--- src/rtl/core_pkg.sv ---
// Shared RV32I core definitions: writeback select encodings, load funct3 codes,
// writeback FSM state type and the load alignment rule.
package core_pkg;

  localparam int XLEN = 32;

  localparam logic [1:0] WB_ALU  = 2'd0;
  localparam logic [1:0] WB_MEM  = 2'd1;
  localparam logic [1:0] WB_PC4  = 2'd2;
  localparam logic [1:0] WB_NONE = 2'd3;

  localparam logic [2:0] F3_LB  = 3'b000;
  localparam logic [2:0] F3_LH  = 3'b001;
  localparam logic [2:0] F3_LW  = 3'b010;
  localparam logic [2:0] F3_LBU = 3'b100;
  localparam logic [2:0] F3_LHU = 3'b101;

  typedef logic [1:0] wb_state_t;

  localparam wb_state_t ST_IDLE  = 2'd0;
  localparam wb_state_t ST_REQ   = 2'd1;
  localparam wb_state_t ST_WAIT  = 2'd2;
  localparam wb_state_t ST_WRITE = 2'd3;

  // Byte loads and unknown funct3 codes (full-word writes) are never misaligned.
  function automatic logic load_misaligned(input logic [2:0] f3, input logic [1:0] addr);
    case (f3)
      F3_LH, F3_LHU: return addr[0];
      F3_LW:         return addr != 2'b00;
      default:       return 1'b0;
    endcase
  endfunction

endpackage

--- src/rtl/writeback_unit_load_extend.sv ---
// load_extend: combinational byte/half lane select with sign or zero extension.
// Shared by the writeback unit and the LSU.
module load_extend #(
  parameter int XLEN = core_pkg::XLEN
) (
  input  logic [2:0]      funct3,
  input  logic [1:0]      addr,
  input  logic [XLEN-1:0] word,
  output logic [XLEN-1:0] value
);
  import core_pkg::*;

  logic [7:0]  byte_lane;
  logic [15:0] half_lane;

  always_comb begin
    byte_lane = word[{addr, 3'b000} +: 8];
    half_lane = addr[1] ? word[31:16] : word[15:0];
    case (funct3)
      F3_LB:   value = {{(XLEN-8){byte_lane[7]}}, byte_lane};
      F3_LBU:  value = {{(XLEN-8){1'b0}}, byte_lane};
      F3_LH:   value = {{(XLEN-16){half_lane[15]}}, half_lane};
      F3_LHU:  value = {{(XLEN-16){1'b0}}, half_lane};
      default: value = word;
    endcase
  end

endmodule

--- src/rtl/writeback_unit.sv ---
// writeback_unit: register-file write controller (ALU / PC+4 / memory load).
// Optional memory wait timeout enabled by defining WB_MEM_TIMEOUT_EN.
module writeback_unit #(
  parameter int XLEN = core_pkg::XLEN
`ifdef WB_MEM_TIMEOUT_EN
  , parameter int TIMEOUT_CYCLES = 255
`endif
) (
  input  logic            clk,
  input  logic            rst,
  input  logic            in_valid,
  output logic            in_ready,
  input  logic [1:0]      wb_sel,
  input  logic [2:0]      funct3,
  input  logic [4:0]      rd,
  input  logic [XLEN-1:0] alu_result,
  input  logic [XLEN-1:0] pc_plus4,
  output logic            mem_req,
  input  logic            mem_gnt,
  output logic [XLEN-1:0] mem_addr,
  input  logic            mem_rvalid,
  input  logic [XLEN-1:0] mem_rdata,
  output logic            reg_write,
  output logic [4:0]      rd_out,
  output logic [XLEN-1:0] write_data,
`ifdef WB_MEM_TIMEOUT_EN
  output logic            mem_timeout,
`endif
  output logic            misaligned
);
  import core_pkg::*;

  wb_state_t       state;
  logic            ready_q;
  logic            mis_q;
  logic [2:0]      f3_q;
  logic [4:0]      rd_q;
  logic [XLEN-1:0] addr_q;
  logic [XLEN-1:0] data_q;
  logic [XLEN-1:0] load_value;
  logic            load_done;

  load_extend #(.XLEN(XLEN)) u_load_extend (
    .funct3(f3_q),
    .addr  (addr_q[1:0]),
    .word  (mem_rdata),
    .value (load_value)
  );

  assign load_done = ((state == ST_REQ) && mem_gnt && mem_rvalid) ||
                     ((state == ST_WAIT) && mem_rvalid);

  // ready_q keeps in_ready low for the first cycle out of reset.
  assign in_ready   = ready_q && (state == ST_IDLE);
  assign mem_req    = (state == ST_REQ);
  assign mem_addr   = {addr_q[XLEN-1:2], 2'b00};
  assign reg_write  = (state == ST_WRITE) && (rd_q != 5'd0);
  assign rd_out     = (state == ST_WRITE) ? rd_q : 5'd0;
  assign write_data = (state == ST_WRITE) ? data_q : '0;
  assign misaligned = mis_q;

`ifdef WB_MEM_TIMEOUT_EN
  localparam int CNT_W = ($clog2(TIMEOUT_CYCLES + 1) > 8) ? $clog2(TIMEOUT_CYCLES + 1) : 8;

  logic [CNT_W-1:0] wait_cnt;
  logic             tmo_q;
  logic             timeout_hit;

  assign timeout_hit = ((state == ST_REQ) || (state == ST_WAIT)) && !load_done &&
                       (wait_cnt == CNT_W'(TIMEOUT_CYCLES - 1));
  assign mem_timeout = tmo_q;

  always_ff @(posedge clk) begin
    if (rst) begin
      wait_cnt <= '0;
      tmo_q    <= 1'b0;
    end else begin
      tmo_q <= timeout_hit;
      if (((state == ST_REQ) || (state == ST_WAIT)) && !load_done && !timeout_hit)
        wait_cnt <= wait_cnt + 1'b1;
      else
        wait_cnt <= '0;
    end
  end
`endif

  always_ff @(posedge clk) begin
    if (rst) begin
      state   <= ST_IDLE;
      ready_q <= 1'b0;
      mis_q   <= 1'b0;
      f3_q    <= '0;
      rd_q    <= '0;
      addr_q  <= '0;
      data_q  <= '0;
    end else begin
      ready_q <= 1'b1;
      mis_q   <= 1'b0;
      case (state)
        ST_IDLE: begin
          if (in_valid && ready_q) begin
            f3_q   <= funct3;
            rd_q   <= rd;
            addr_q <= alu_result;
            case (wb_sel)
              WB_ALU: begin
                data_q <= alu_result;
                state  <= ST_WRITE;
              end
              WB_PC4: begin
                data_q <= pc_plus4;
                state  <= ST_WRITE;
              end
              WB_MEM: begin
                if (load_misaligned(funct3, alu_result[1:0])) mis_q <= 1'b1;
                else                                          state <= ST_REQ;
              end
              WB_NONE: ;
            endcase
          end
        end
        ST_REQ: begin
          if (load_done) begin
            data_q <= load_value;
            state  <= ST_WRITE;
          end else if (mem_gnt) begin
            state <= ST_WAIT;
          end
        end
        ST_WAIT: begin
          if (load_done) begin
            data_q <= load_value;
            state  <= ST_WRITE;
          end
        end
        default: state <= ST_IDLE;
      endcase
`ifdef WB_MEM_TIMEOUT_EN
      // A stalled memory abandons the load without touching the register file.
      if (timeout_hit) state <= ST_IDLE;
`endif
    end
  end

endmodule
--- config.mk ---
export PLATFORM = sky130hd
export DESIGN_NAME = writeback_unit
export DESIGN_NICKNAME = d
export VERILOG_FILES = /design/src/rtl/core_pkg.sv /design/src/rtl/writeback_unit_load_extend.sv /design/src/rtl/writeback_unit.sv
export SDC_FILE = /design/constraint.sdc
export NUM_CORES = 1
export LEC_CHECK = 0
export ABC_AREA = 1
export BUFFER_PORTS_ARGS = -buffer_cell sky130_fd_sc_hd__buf_4
export CAP_MARGIN = 20
export CORE_UTILIZATION = 40
export CTS_CLUSTER_DIAMETER = 80
export CTS_CLUSTER_SIZE = 24
export DETAILED_ROUTE_END_ITERATION = 10
export PLACE_DENSITY_LB_ADDON = 0.08
export SLEW_MARGIN = 10
export SYNTH_ARGS = -nofsm -noshare
export SYNTH_HDL_FRONTEND = slang
export SYNTH_SLANG_ARGS = --single-unit
--- constraint.sdc ---
create_clock -name clk -period 1.89 [get_ports clk]
set_input_delay 0.4725 -clock clk [delete_from_list [all_inputs] [get_ports clk]]
set_output_delay 0.4725 -clock clk [all_outputs]
set_load 0.03 [all_outputs]
=== Word level (Yosys, flattened, before mapping) ===
Cells that the tools add are included.

* Bits in registers: 76
* Word-level logic and storage cells: 71

* Bitwise gates (word level): 3
* Muxes and demuxes: 22
* Shift operators: 1
* Reduce and logical (&&, ||, !) cells: 20
* Equality and inequality tests: 18

{| class="wikitable"
|+ Operator list
! kind !! number
|-
| 32-bit one-hot mux with 2 select lines || 2
|-
| 32-bit one-hot mux with 4 select lines || 1
|-
| 32-bit 2-to-1 mux || 3
|-
| 32-bit by 6-bit indexed part select with 8-bit output || 1
|-
| 16-bit 2-to-1 mux || 1
|-
| 2-bit 2-to-1 mux || 5
|-
| 3-bit equality test (second input constant) || 3
|-
| 2-bit equality test (second input constant) || 3
|-
| 3-bit by 1-bit equality test with 1-bit output (second input constant) || 2
|-
| 1-bit logical AND || 6
|-
| 1-bit 2-to-1 mux || 6
|-
| 3-bit by 1-bit != test with 1-bit output (second input constant) || 2
|-
| 2-bit one-hot mux with 3 select lines || 1
|-
| 2-bit OR reduction || 3
|-
| 5-bit 2-to-1 mux || 1
|-
| 5-bit AND reduction || 1
|-
| 5-bit nonzero test || 1
|-
| 2-bit by 1-bit equality test with 1-bit output (second input constant) || 2
|-
| 2-bit zero test || 2
|-
| 2-bit by 1-bit != test with 1-bit output (second input constant) || 2
|-
| 2-bit one-hot mux with 2 select lines || 1
|-
| 4-bit AND reduction || 1
|-
| 2-bit nonzero test || 2
|-
| 4-bit OR reduction || 1
|-
| 9 further kinds || 11
|}

=== Depth between registers and ports, before layout ===
* Depth after elaboration: 11
* Gate-level depth with buffers: 10

=== Modules after synthesis ===
Synthesis repeated with hierarchy kept, for this count alone.

* Cell total of the unflattened synthesis: 858
* Area total of the unflattened synthesis: 5148.7 um^2

{| class="wikitable"
|+ By module, submodules not included
! module !! cells an instance !! area an instance (um^2) !! times used
|-
| writeback_unit || 699 || 4336.7 || 1
|-
| load_extend || 159 || 812.0 || 1
|}

=== Worst setup path before layout ===
OpenSTA, ideal clock, no wires.

* Kind: register to output
* Start: register state[0]
* End: output write_data[11]
* Stages on the path, launching flop included: 6
* Path buffers: 2
* Required time: 1.417 ns
* Path slack: 0.051 ns
* Arrival: 1.366 ns
* Cells stage by stage: dfxtp_1 ha_1 clkbuf_1 buf_2 nand2_1 inv_1

* Cells in the longest elaborated chain, start to end: 2

{| class="wikitable"
|+ Ends and longest elaborated chain
! item !! line !! source
|-
| start: declaration || writeback_unit.sv:33 || <nowiki>wb_state_t state;</nowiki>
|-
| start signal: assignment || writeback_unit.sv:89 || <nowiki>state <= ST_IDLE;</nowiki>
|-
| start signal: assignment || writeback_unit.sv:108 || <nowiki>state <= ST_WRITE;</nowiki>
|-
| start signal: assignment || writeback_unit.sv:112 || <nowiki>state <= ST_WRITE;</nowiki>
|-
| 2-bit equality test || writeback_unit.sv:59 || <nowiki>assign write_data = (state == ST_WRITE) ? data_q : '0;</nowiki>
|-
| 32-bit 2-to-1 mux || writeback_unit.sv:59 ||
|-
| end: declaration || writeback_unit.sv:25 || <nowiki>output logic [XLEN-1:0] write_data,</nowiki>
|}

No other way between the ends.

=== Worst setup path after layout ===
* Start: register state[1]
* End: output write_data[21]

Same word-level chain as after synthesis.

==> run metrics <==
outcome=finished with violations; violated checks=DRC; CTS buffer count=9; Syn Std Cell Area=roughly 0.0048 mm2; Max IR drop VDD=0.5447 mV; post-DP HPWL=11,790 um; HP Class=input port to flop; count leader, synth=nand2_1; vias in the first global route=5,293; dpl cells=about 1,000; pin count of the biggest net entering global routing=47; initial antenna violation count=0; Yosys top cell area share=0.3146; Setup crit end kind=output pin; per-cell routed wire length=~15 um; DRT iter0 DRCs=281; Largest stage delay, worst path=approximately 0.37 ns; final hold violations=0; total clock sinks=76; Clock Pin Slew Worst Setup and Hold Paths=0.06 ns; CP Cell Sequence=ha_4 -> buf_12 -> nand2_1 -> inv_1 -> buf_4; grt met3 use=0.06968; proportion of layout cells with a drive suffix above 1=0.2788; Top FF cell, synth=dfxtp_1; Startpoint Class=flop; Yosys cell types=25; final wirelength=between 15,000 and 20,000 um; maximum buffer depth of the clock tree=2; CP Class=flop to output pin; Die Y=between 100 and 150 um; Post-synth EDFFs=0; Syn Area/Cell=6.264 um2; Tot GR Track Use=0.2555; fin crit share=0.9670; global route overflow=0; P_leak=3.362 nW; crit path max fanout=22; fin cells=1,054; Clock Tree Root=clkbuf_16; M1 GR Usage=0.3176; Diodes inserted=0; power density cells=~1200 mW/mm2; initial core utilization=0.4164; Synth Warn #=0; worst endpoint required time=between 1 and 1.5 ns; Fin Hold WS=approximately 0.42 ns; Synth-to-Final Area Change=34.44%; PortBufs=approximately 180; grt peak-use layer=met2; die width=~110 um; Max Slew Vio Count=0; fin crit period=around 1.8 ns; Core Area=between 0.01 and 0.015 mm2; slowest CP cell=dfxtp_2; Max Cap Viol=0; synth cell count leaders=218 x nand2_1, 106 x a21oi_1, 94 x nand3_1; fmax=around 0.55 GHz; Seq cells post-synth=76; H-tree depth=3; TNS Setup=0 ns; Vias=5,442; fill cell count=1,170; Initial DRT Pass Iterations=8; die area=around 0.013 mm2; Final GP Congestion=approximately 0.87; CP arrival=between 1 and 1.5 ns; antenna viol nets, final=0; clock skew=between 0.007 and 0.008 ns; IO Pins=about 180; DRC errors left=6; top cells by area, synth=dfxtp_1 31%, nand2_1 17%, a21oi_1 11%, nand3_1 9.7%, o21ai_0 5.7%; first-pass GRT wire length=25,420 um; post-DR vias/cell=~5.2; RSZ-0062 raised after global routing=yes; Post-synth ARST share=0; Mapped Cells=between 700 and 800; Post-layout nets=roughly 1,000; number of cell rows=39; cell accounting for the most synthesized area=dfxtp_1; CTS tree=built; M2 GR Usage=0.4253; sequential share of the synthesized area=0.3146; Final setup viols=0; clock latency on the worst-skew pair=0.34 ns
where the power goes:
group	switching, mW	total [mW]	internal (mW)
clock	0.688	1.97	1.28
sequential	0.213	2.17	1.95
combinational	2.35	3.75	1.40
total	3.25	7.89	4.64
placed cells by master (no fill, tap or decap), drive strengths merged, types with 2 or more instances in the layout:
cell / instances
inv: 76
clkinv: 2
o21ai: 56
nor3: 2
ha: 4
buf: 207
dfxtp: 76
clkinvlp: 2
bufinv: 3
nand4: 2
o211ai: 2
nand3: 94
clkbuf: 9
a21oi: 116
conb: 2
nor2: 32
nand2: 225
final cells by class:
| cell class | instances | area (um2) | share of cell area |
|---|---|---|---|
| Sequential cell | 76 | 1526 | 0.2348 |
| Multi-Input combinational cell | 536 | 2522 | 0.3880 |
| Inverter | 76 | 290.3 | 0.04465 |
| Timing Repair Buffer | 207 | 1643 | 0.2527 |
| Clock inverter | 7 | 115.1 | 0.01771 |
| Tap cell | 143 | 178.9 | 0.02752 |
| Clock buffer | 9 | 225.2 | 0.03464 |
worst max-delay path, delay by kind of cell (launching register included):
kind,cells,cell delay (ns)
buffers and inverters,3,0.38
flip-flops,1,0.37
adder cells (fa/ha/maj),1,0.20
AND/OR/NAND/NOR,1,0.06
cell families after synthesis:
logic type	Yosys count	share of synthesized area
other	1	0.0007755
buffers and inverters	161	0.1702
AO/OA/AOI/OAI	174	0.1889
AND/OR/NAND/NOR	356	0.3151
flip-flops	76	0.3146
adder cells (fa/ha/maj)	4	0.01035
worst paths after layout:
path | start | endpoint | slack (ns) | depth (start not counted)
worst max-delay path | state[1] | write_data[21] | 0.06 | 5
worst min-delay path | rd[0] | rd_q[0] | 0.42 | 3
worst max register to register | state[1] | data_q[30] | 0.21 | 8
worst min register to register | addr_q[26] | addr_q[26] | 0.46 | 2
registers in the layout, indices dropped and copies added (netlist names):
register	count
f3_q	3
misaligned	1
rd_q	5
ready_q	1
state	2
addr_q	32
data_q	32
per-layer routing:
metal  part of all wire  vias up
met5                  0        -
met4              0.023        0
met3              0.072       23
met2               0.47      196
met1               0.44     2502
li1                   -     2721
stage by stage:
| stage | instance area (um2) | setup WS [ns] | power (mW) | utilization |
|---|---|---|---|---|
| after CTS | 6456 | 0.01308 | 7.895 | 0.5559 |
| after global placement | 6097 | 0.1646 | 5.784 | 0.5250 |
| after detailed placement | 6097 | 0.06305 | 5.869 | 0.5250 |
| after global routing | 6501 | -0.02033 | 8.490 | 0.5598 |
| final | 6501 | 0.06231 | 7.889 | 0.5598 |
| after floorplan | 4840 | 0.05141 | 4.901 | - |
what timing repair did:
item	CTS	global route
buffers inserted	0	1
pin swaps	1	1
setup endpoints to repair	39	41
gates resized for setup	5	10
hold buffers	0	0
(Power assumes the default switching activity.)
